$ cat src/rtl/addr_gen_rs_mp.sv
// Age-ordered reservation station for load/store address generation.
// Issues up to NUM_AGU ready ops per cycle, oldest first, with branch-mask tracking.
module addr_gen_rs_mp #(
  parameter int unsigned ENTRIES = 8,
  parameter int unsigned NUM_AGU = 2,
  parameter int unsigned NUM_CDB = 4,
  parameter int unsigned PREG_W  = 6,
  parameter int unsigned IDX_W   = 3,
  parameter int unsigned BR_TAGS = 4
) (
  input  logic                        clk,
  input  logic                        rst,
  input  logic                        alloc_valid,
  output logic                        alloc_ready,
  input  logic                        alloc_is_store,
  input  logic [2:0]                  alloc_funct3,
  input  logic [31:0]                 alloc_imm,
  input  logic [PREG_W-1:0]           alloc_prs1,
  input  logic                        alloc_prs1_rdy,
  input  logic [IDX_W-1:0]            alloc_lsq_idx,
  input  logic [BR_TAGS-1:0]          alloc_br_mask,
  input  logic [NUM_CDB-1:0]          cdb_valid,
  input  logic [NUM_CDB*PREG_W-1:0]   cdb_preg,
  input  logic                        br_valid,
  input  logic [$clog2(BR_TAGS)-1:0]  br_tag,
  input  logic                        br_mispredict,
  output logic [NUM_AGU*PREG_W-1:0]   prf_raddr,
  input  logic [NUM_AGU*32-1:0]       prf_rdata,
  output logic [NUM_AGU-1:0]          agu_valid,
  output logic [NUM_AGU-1:0]          agu_is_store,
  output logic [NUM_AGU*IDX_W-1:0]    agu_idx,
  output logic [NUM_AGU*3-1:0]        agu_funct3,
  output logic [NUM_AGU*32-1:0]       agu_addr,
  output logic [NUM_AGU*4-1:0]        agu_mask,
  output logic [NUM_AGU-1:0]          agu_misalign,
  output logic [NUM_AGU*BR_TAGS-1:0]  agu_br_mask,
  output logic [$clog2(ENTRIES):0]    occupancy
);

  localparam int unsigned EIDX_W = $clog2(ENTRIES);
  localparam int unsigned CNT_W  = EIDX_W + 1;

  typedef struct packed {
    logic              is_store;
    logic [2:0]        funct3;
    logic [31:0]       imm;
    logic [PREG_W-1:0] prs1;
    logic [IDX_W-1:0]  lsq_idx;
  } entry_t;

  entry_t             ent         [ENTRIES];
  logic [BR_TAGS-1:0] ent_br_mask [ENTRIES];
  logic [ENTRIES-1:0] ent_valid;
  logic [ENTRIES-1:0] ent_rdy;
  // older[j][i] set means entry j was allocated before entry i
  logic [ENTRIES-1:0] older       [ENTRIES];

  logic [BR_TAGS-1:0] tag_onehot;
  logic [BR_TAGS-1:0] clr_mask;
  logic               kill;
  logic [ENTRIES-1:0] squash;
  logic [ENTRIES-1:0] elig;
  logic [ENTRIES-1:0] issued;
  logic [ENTRIES-1:0] wake;
  logic [ENTRIES-1:0] valid_next;
  logic [CNT_W-1:0]   occ_next;
  logic [CNT_W-1:0]   rank    [ENTRIES];
  logic [NUM_AGU-1:0] sel_v;
  logic [EIDX_W-1:0]  sel_idx [NUM_AGU];
  logic [31:0]        addr_c  [NUM_AGU];
  logic [4:0]         mm_c    [NUM_AGU];
  logic [EIDX_W-1:0]  free_idx;
  logic               alloc_fire;
  logic               alloc_keep;
  logic               alloc_hit;

  // Operand is available from a same-cycle broadcast; preg 0 is always available
  function automatic logic cdb_hit(input logic [PREG_W-1:0] preg);
    logic hit;
    hit = (preg == '0);
    for (int k = 0; k < int'(NUM_CDB); k++)
      if (cdb_valid[k] && (cdb_preg[k*PREG_W +: PREG_W] == preg)) hit = 1'b1;
    return hit;
  endfunction

  // Returns {misalign, byte_mask}; illegal funct3 gives an empty mask flagged misaligned
  function automatic logic [4:0] mask_mis(input logic is_store, input logic [2:0] f3,
                                          input logic [1:0] a);
    logic [4:0] r;
    logic       bad;
    bad = (f3[1:0] == 2'b11) || (f3[2] && (is_store || f3[1]));
    r   = 5'b1_0000;
    if (!bad) begin
      case (f3[1:0])
        2'b00:   r = {1'b0, 4'b0001 << a};
        2'b01:   r = {a[0], 4'b0011 << a};
        2'b10:   r = {(a != 2'b00), 4'b1111};
        default: r = 5'b1_0000;
      endcase
    end
    return r;
  endfunction

  always_comb begin
    tag_onehot = BR_TAGS'(1) << br_tag;
    kill       = br_valid && br_mispredict;
    clr_mask   = (br_valid && !br_mispredict) ? tag_onehot : '0;

    for (int i = 0; i < int'(ENTRIES); i++) begin
      squash[i] = ent_valid[i] && kill && ent_br_mask[i][br_tag];
      elig[i]   = ent_valid[i] && ent_rdy[i] && !squash[i];
      wake[i]   = cdb_hit(ent[i].prs1);
    end

    // Rank = number of older eligible entries; port p takes rank p
    for (int i = 0; i < int'(ENTRIES); i++) begin
      rank[i] = '0;
      for (int j = 0; j < int'(ENTRIES); j++)
        if ((j != i) && elig[j] && older[j][i]) rank[i] = rank[i] + CNT_W'(1);
    end

    issued = '0;
    for (int p = 0; p < int'(NUM_AGU); p++) begin
      sel_v[p]   = 1'b0;
      sel_idx[p] = '0;
      for (int i = 0; i < int'(ENTRIES); i++) begin
        if (elig[i] && (rank[i] == CNT_W'(p))) begin
          sel_v[p]   = 1'b1;
          sel_idx[p] = EIDX_W'(i);
          issued[i]  = 1'b1;
        end
      end
      prf_raddr[p*PREG_W +: PREG_W] = sel_v[p] ? ent[sel_idx[p]].prs1 : '0;
      addr_c[p] = prf_rdata[p*32 +: 32] + ent[sel_idx[p]].imm;
      mm_c[p]   = mask_mis(ent[sel_idx[p]].is_store, ent[sel_idx[p]].funct3, addr_c[p][1:0]);
    end

    free_idx = '0;
    for (int i = int'(ENTRIES) - 1; i >= 0; i--)
      if (!ent_valid[i]) free_idx = EIDX_W'(i);

    alloc_fire = alloc_valid && alloc_ready;
    alloc_keep = alloc_fire && !(kill && alloc_br_mask[br_tag]);
    alloc_hit  = alloc_prs1_rdy || cdb_hit(alloc_prs1);

    valid_next = ent_valid & ~issued & ~squash;
    if (alloc_keep) valid_next[free_idx] = 1'b1;
    occ_next = '0;
    for (int i = 0; i < int'(ENTRIES); i++) occ_next = occ_next + CNT_W'(valid_next[i]);
  end

  // Entry control state: valid, ready, age order, occupancy
  always_ff @(posedge clk) begin
    if (rst) begin
      ent_valid   <= '0;
      ent_rdy     <= '0;
      alloc_ready <= 1'b1;
      occupancy   <= '0;
      for (int i = 0; i < int'(ENTRIES); i++) older[i] <= '0;
    end else begin
      ent_valid   <= valid_next;
      alloc_ready <= ~&valid_next;
      occupancy   <= occ_next;
      for (int i = 0; i < int'(ENTRIES); i++)
        if (ent_valid[i] && wake[i]) ent_rdy[i] <= 1'b1;
      if (alloc_keep) begin
        ent_rdy[free_idx] <= alloc_hit;
        for (int j = 0; j < int'(ENTRIES); j++) begin
          if (EIDX_W'(j) == free_idx) older[j] <= '0;
          else                        older[j][free_idx] <= 1'b1;
        end
      end
    end
  end

  // Entry payload; only meaningful while the entry is valid
  always_ff @(posedge clk) begin
    for (int i = 0; i < int'(ENTRIES); i++) ent_br_mask[i] <= ent_br_mask[i] & ~clr_mask;
    if (alloc_keep) begin
      ent[free_idx]         <= '{is_store: alloc_is_store, funct3: alloc_funct3, imm: alloc_imm,
                                 prs1: alloc_prs1, lsq_idx: alloc_lsq_idx};
      ent_br_mask[free_idx] <= alloc_br_mask & ~clr_mask;
    end
  end

  // AGU result registers
  always_ff @(posedge clk) begin
    if (rst) begin
      agu_valid    <= '0;
      agu_is_store <= '0;
      agu_idx      <= '0;
      agu_funct3   <= '0;
      agu_addr     <= '0;
      agu_mask     <= '0;
      agu_misalign <= '0;
      agu_br_mask  <= '0;
    end else begin
      for (int p = 0; p < int'(NUM_AGU); p++) begin
        agu_valid[p] <= sel_v[p];
        if (sel_v[p]) begin
          agu_is_store[p]                <= ent[sel_idx[p]].is_store;
          agu_idx[p*IDX_W +: IDX_W]      <= ent[sel_idx[p]].lsq_idx;
          agu_funct3[p*3 +: 3]           <= ent[sel_idx[p]].funct3;
          agu_addr[p*32 +: 32]           <= addr_c[p];
          agu_mask[p*4 +: 4]             <= mm_c[p][3:0];
          agu_misalign[p]                <= mm_c[p][4];
          agu_br_mask[p*BR_TAGS +: BR_TAGS] <= ent_br_mask[sel_idx[p]] & ~clr_mask;
        end else begin
          agu_br_mask[p*BR_TAGS +: BR_TAGS] <= agu_br_mask[p*BR_TAGS +: BR_TAGS] & ~clr_mask;
        end
      end
    end
  end

endmodule
$ cat config.mk
export PLATFORM = sky130hd
export DESIGN_NAME = addr_gen_rs_mp
export DESIGN_NICKNAME = d
export VERILOG_FILES = /design/src/rtl/addr_gen_rs_mp.sv
export SDC_FILE = /design/constraint.sdc
export NUM_CORES = 2
export LEC_CHECK = 0
export ABC_AREA = 1
export CELL_PAD_IN_SITES_DETAIL_PLACEMENT = 1
export CELL_PAD_IN_SITES_GLOBAL_PLACEMENT = 1
export CORE_AREA = 4 4 271 273
export CTS_BUF_LIST = sky130_fd_sc_hd__clkbuf_8
export CTS_CLUSTER_DIAMETER = 50
export DETAILED_ROUTE_END_ITERATION = 10
export DIE_AREA = 0 0 275 277
export PLACE_DENSITY_LB_ADDON = 0.1
export SYNTH_ARGS = -nofsm -noshare
export SYNTH_HDL_FRONTEND = slang
export SYNTH_SLANG_ARGS = --single-unit
$ cat constraint.sdc
create_clock -name clk -period 23.8 [get_ports clk]
set_clock_uncertainty 0.1 [all_clocks]
set_input_delay 4.76 -clock clk [delete_from_list [all_inputs] [get_ports clk]]
set_output_delay 4.76 -clock clk [all_outputs]
set_load 0.1 [all_outputs]
==> impl_metrics.csv <==
group,metric,value,unit
yosys,postSynthCellCount,4388,
run,cap_violations,0,
critical_path,crit_path_top_delay_cell,"clkdlybuf4s50_1",
pwr,switching_share,28.4,%
critical_path,worstPathRequired,18.94,ns
cts,cts_inserted_buffers,101,
timing,worstMarginPinSlew,1.09,ns
placed_design,routabilityCongestion,1.01,
yosys,syn-num-nets,4657,
cts,cts_sinks,567,
yosys,ys_async_sr_fraction,0,%
cts,htree_levels,3,
placed_design,post-place-ws,4.77,ns
floorplan,die_area,76200,um2
route,viasPerCell,6.11,
yosys,ys_types,66,
floorplan,die_x,275,um
cts,root_buffer,"clkbuf_8",
cts,hold_buffers,0,
critical_path,crit_fanout,94,
cts,clk_pin_slew,0.07,ns
timing,fin_crit_sh,80.6,%
route,wl,135000,um
grt,gr-total-overflow,0,
route,antenna_left,0,
floorplan,fp.dieH,277,um
grt,grt_max_degree,170,
floorplan,num_rows,98,
floorplan,coreArea,71100,um2
yosys,syn_area,35100,um2
cts,clk_path_buf_depth,3,
pwr,combPwrFrac,13.6,%
finish,mostFrequentLayoutCells,"nand2_1, edfxtp_1, inv_1, nand3_1, a21oi_1",
timing,setup_viol,0,
yosys,synth_ff_type,"edfxtp_1",
route,drtIter0Drc,3119,
pwr,ir_drop,0.0658,mV
yosys,yosysTopAreaCell,"edfxtp_1",
finish,fin_cells,5587,
grt,grt_usage,34.5,%
placed_design,port_buffers,263,
grt,antenna_found_initial,10,
critical_path,max_stage_delay,1.23,ns
yosys,synth_edf_count,416,
placed_design,dp.cells,5394,
finish,fin_nets,4816,
cts,insertion_delay,0.74,ns
pwr,p_leak,0.0165,uW
grt,first_global_vias,35009,
pwr,clock_power_share,41.4,%
yosys,ys_warn_count,0,
finish,drive_above_1_share,6.31,%
route,firstDrtPassIters,6,
pwr,seq_power_share,45.0,%
timing,rsz0062_at_grt,"no",
route,wl_per_cell,24.1,um
finish,layout_commonest_cell,"nand2_1",
timing,fmax,52.1,MHz
cts,cts_tree,"built",
timing,hold_violations,0,
floorplan,start_util,49.4,%
cts,cts_setup_buffers,0,
cts,postCtsResizedCells,0,
pwr,switchingPower,696,uW
worst_hold_path,min_path_type,"flop to flop",
floorplan,ios,264,
route,drc,0,
critical_path,cp-start-kind,"input port",
timing,slew_headroom,26.9,%
timing,fin_setup_tns,0,ns
finish,area_growth,14.7,%
yosys,postSynthAreaPerCell,8.00,um2
placed_design,dp_hpwl,90400,um
timing,drv_slew,0,
critical_path,crit_path_frequent_cell,"nand2_1",
pwr,p_per_area,60.8,nW/um2
yosys,yosysSeqAreaShare,44.2,%
outcome,status,"complete, no violations",
critical_path,worstSetupPathType,"input port to output port",
timing,setup_ws,4.61,ns
timing,layout_min_cycle_time,19.19,ns
pwr,intPower,1750,uW
route,via_count,34158,
critical_path,end_kind,"output port",
yosys,synth_top_area_share,35.6,%
critical_path,cp_data_arrival_time,14.33,ns
yosys,synth_area_leaders,"edfxtp_1, nand2_1, dfxtp_1",
grt,grt_pass1_wl,204000,um
yosys,yosys_register_bits,567,
==> sequential cells by signal, indices dropped and copies added (netlist names) <==
register / flops
alloc_ready: 1
ent_br_mask: 32
agu_mask: 8
agu_valid: 2
agu_idx: 6
older: 56
ent_rdy: 8
ent_valid: 8
agu_is_store: 2
agu_misalign: 2
occupancy: 4
agu_funct3: 6
agu_br_mask: 8
agu_addr: 64
ent: 360
==> final cells by class <==
| type | count | area, um2 |
|---|---|---|
| antenna | 6 | 15.0 |
| clock buffer | 102 | 1400 |
| clock inverter | 85 | 792 |
| fill | 8736 | 30800 |
| inverter | 435 | 1640 |
| multi-input combinational | 3148 | 16800 |
| sequential | 567 | 15500 |
| tap | 950 | 1190 |
| timing repair buffer | 294 | 2880 |
==> routing by layer <==
metal  routed length, um  track usage (%)
met1               53100             43.5
met2               64400             58.3
met3               11000             6.32
met4                6200             14.5
met5                  55                0
==> synth_stat cells (4+ instances only) <==
master / number
clkbuf_1: 101
nor3_1: 7
xor2_1: 42
o21ai_1: 123
a221oi_1: 26
nand2_1: 1209
o21ai_2: 4
a2111oi_0: 17
nand2_2: 23
nand3b_1: 5
o22ai_1: 96
buf_1: 10
nor4_1: 18
nand3_1: 394
a32o_1: 63
nor2_1: 210
fa_1: 6
a21oi_1: 263
nand2_4: 8
clkinv_1: 15
o221ai_1: 11
buf_2: 98
dfxtp_1: 151
inv_2: 28
o21ai_0: 179
o21a_1: 8
edfxtp_1: 416
inv_1: 391
o211ai_1: 101
a22o_1: 4
nand4_1: 41
a211oi_1: 12
a31oi_1: 14
xnor2_1: 43
or2_2: 8
nor2_4: 9
o31ai_1: 10
nor2_2: 14
ha_1: 114
buf_4: 17
buf_6: 12
o2111ai_1: 27
==> power by group through the flow <==
stage | clock (uW) | combinational (uW) | sequential (uW)
global placement | 0 | 316 | 1120
floorplan | 0 | 172 | 1150
finish | 1010 | 332 | 1100
CTS | 1030 | 327 | 1100
detailed placement | 0 | 323 | 1120
global route | 1080 | 356 | 1110
==> worst paths after layout <==
path | startpoint | to | slack [ns] | cells after the start
hold reg to reg | agu_addr[56] | agu_addr[56] | 0.35 | 2
setup / recovery | br_tag[0] | prf_raddr[4] | 4.61 | 39
hold / removal | agu_addr[56] | agu_addr[56] | 0.35 | 2
setup reg to reg | ent_br_mask[0][3] | agu_addr[26] | 12.24 | 59
==> metrics by stage <==
step / total power [uW] / hold slack, ns / utilization (%) / area [um2]
detailed placement: 1450 / 0.345 / 53.5 / 38100
global placement: 1440 / 0.336 / 53.5 / 38100
global route: 2540 / 0.381 / 56.6 / 40300
floorplan: 1320 / 0.353 / - / 35100
finish: 2450 / 0.354 / 56.6 / 40300
CTS: 2460 / 0.357 / 56.6 / 40300
==> critical path, delay by kind of cell <==
family          cells  cell delay (ns)
buf+inv             9             3.87
simple gates       19             2.83
fa+ha+maj           5             1.37
compound gates      6             1.38
==> cell families (layout without fill, tap and decap cells) <==
family	count (synthesis)	after routing	share of synthesized area, %
buffers and inverters	673	916	7.99
adders and majority gates	120	120	4.40
xor gates and xnor gates	86	86	2.17
muxes	1	1	0.0321
DFF	567	567	44.2
other	0	6	0
AOI/OAI and AO/OA	979	979	17.4
and+or+nand+nor	1962	1962	23.8
No activity file was read; power rests on OpenSTA's default activity.
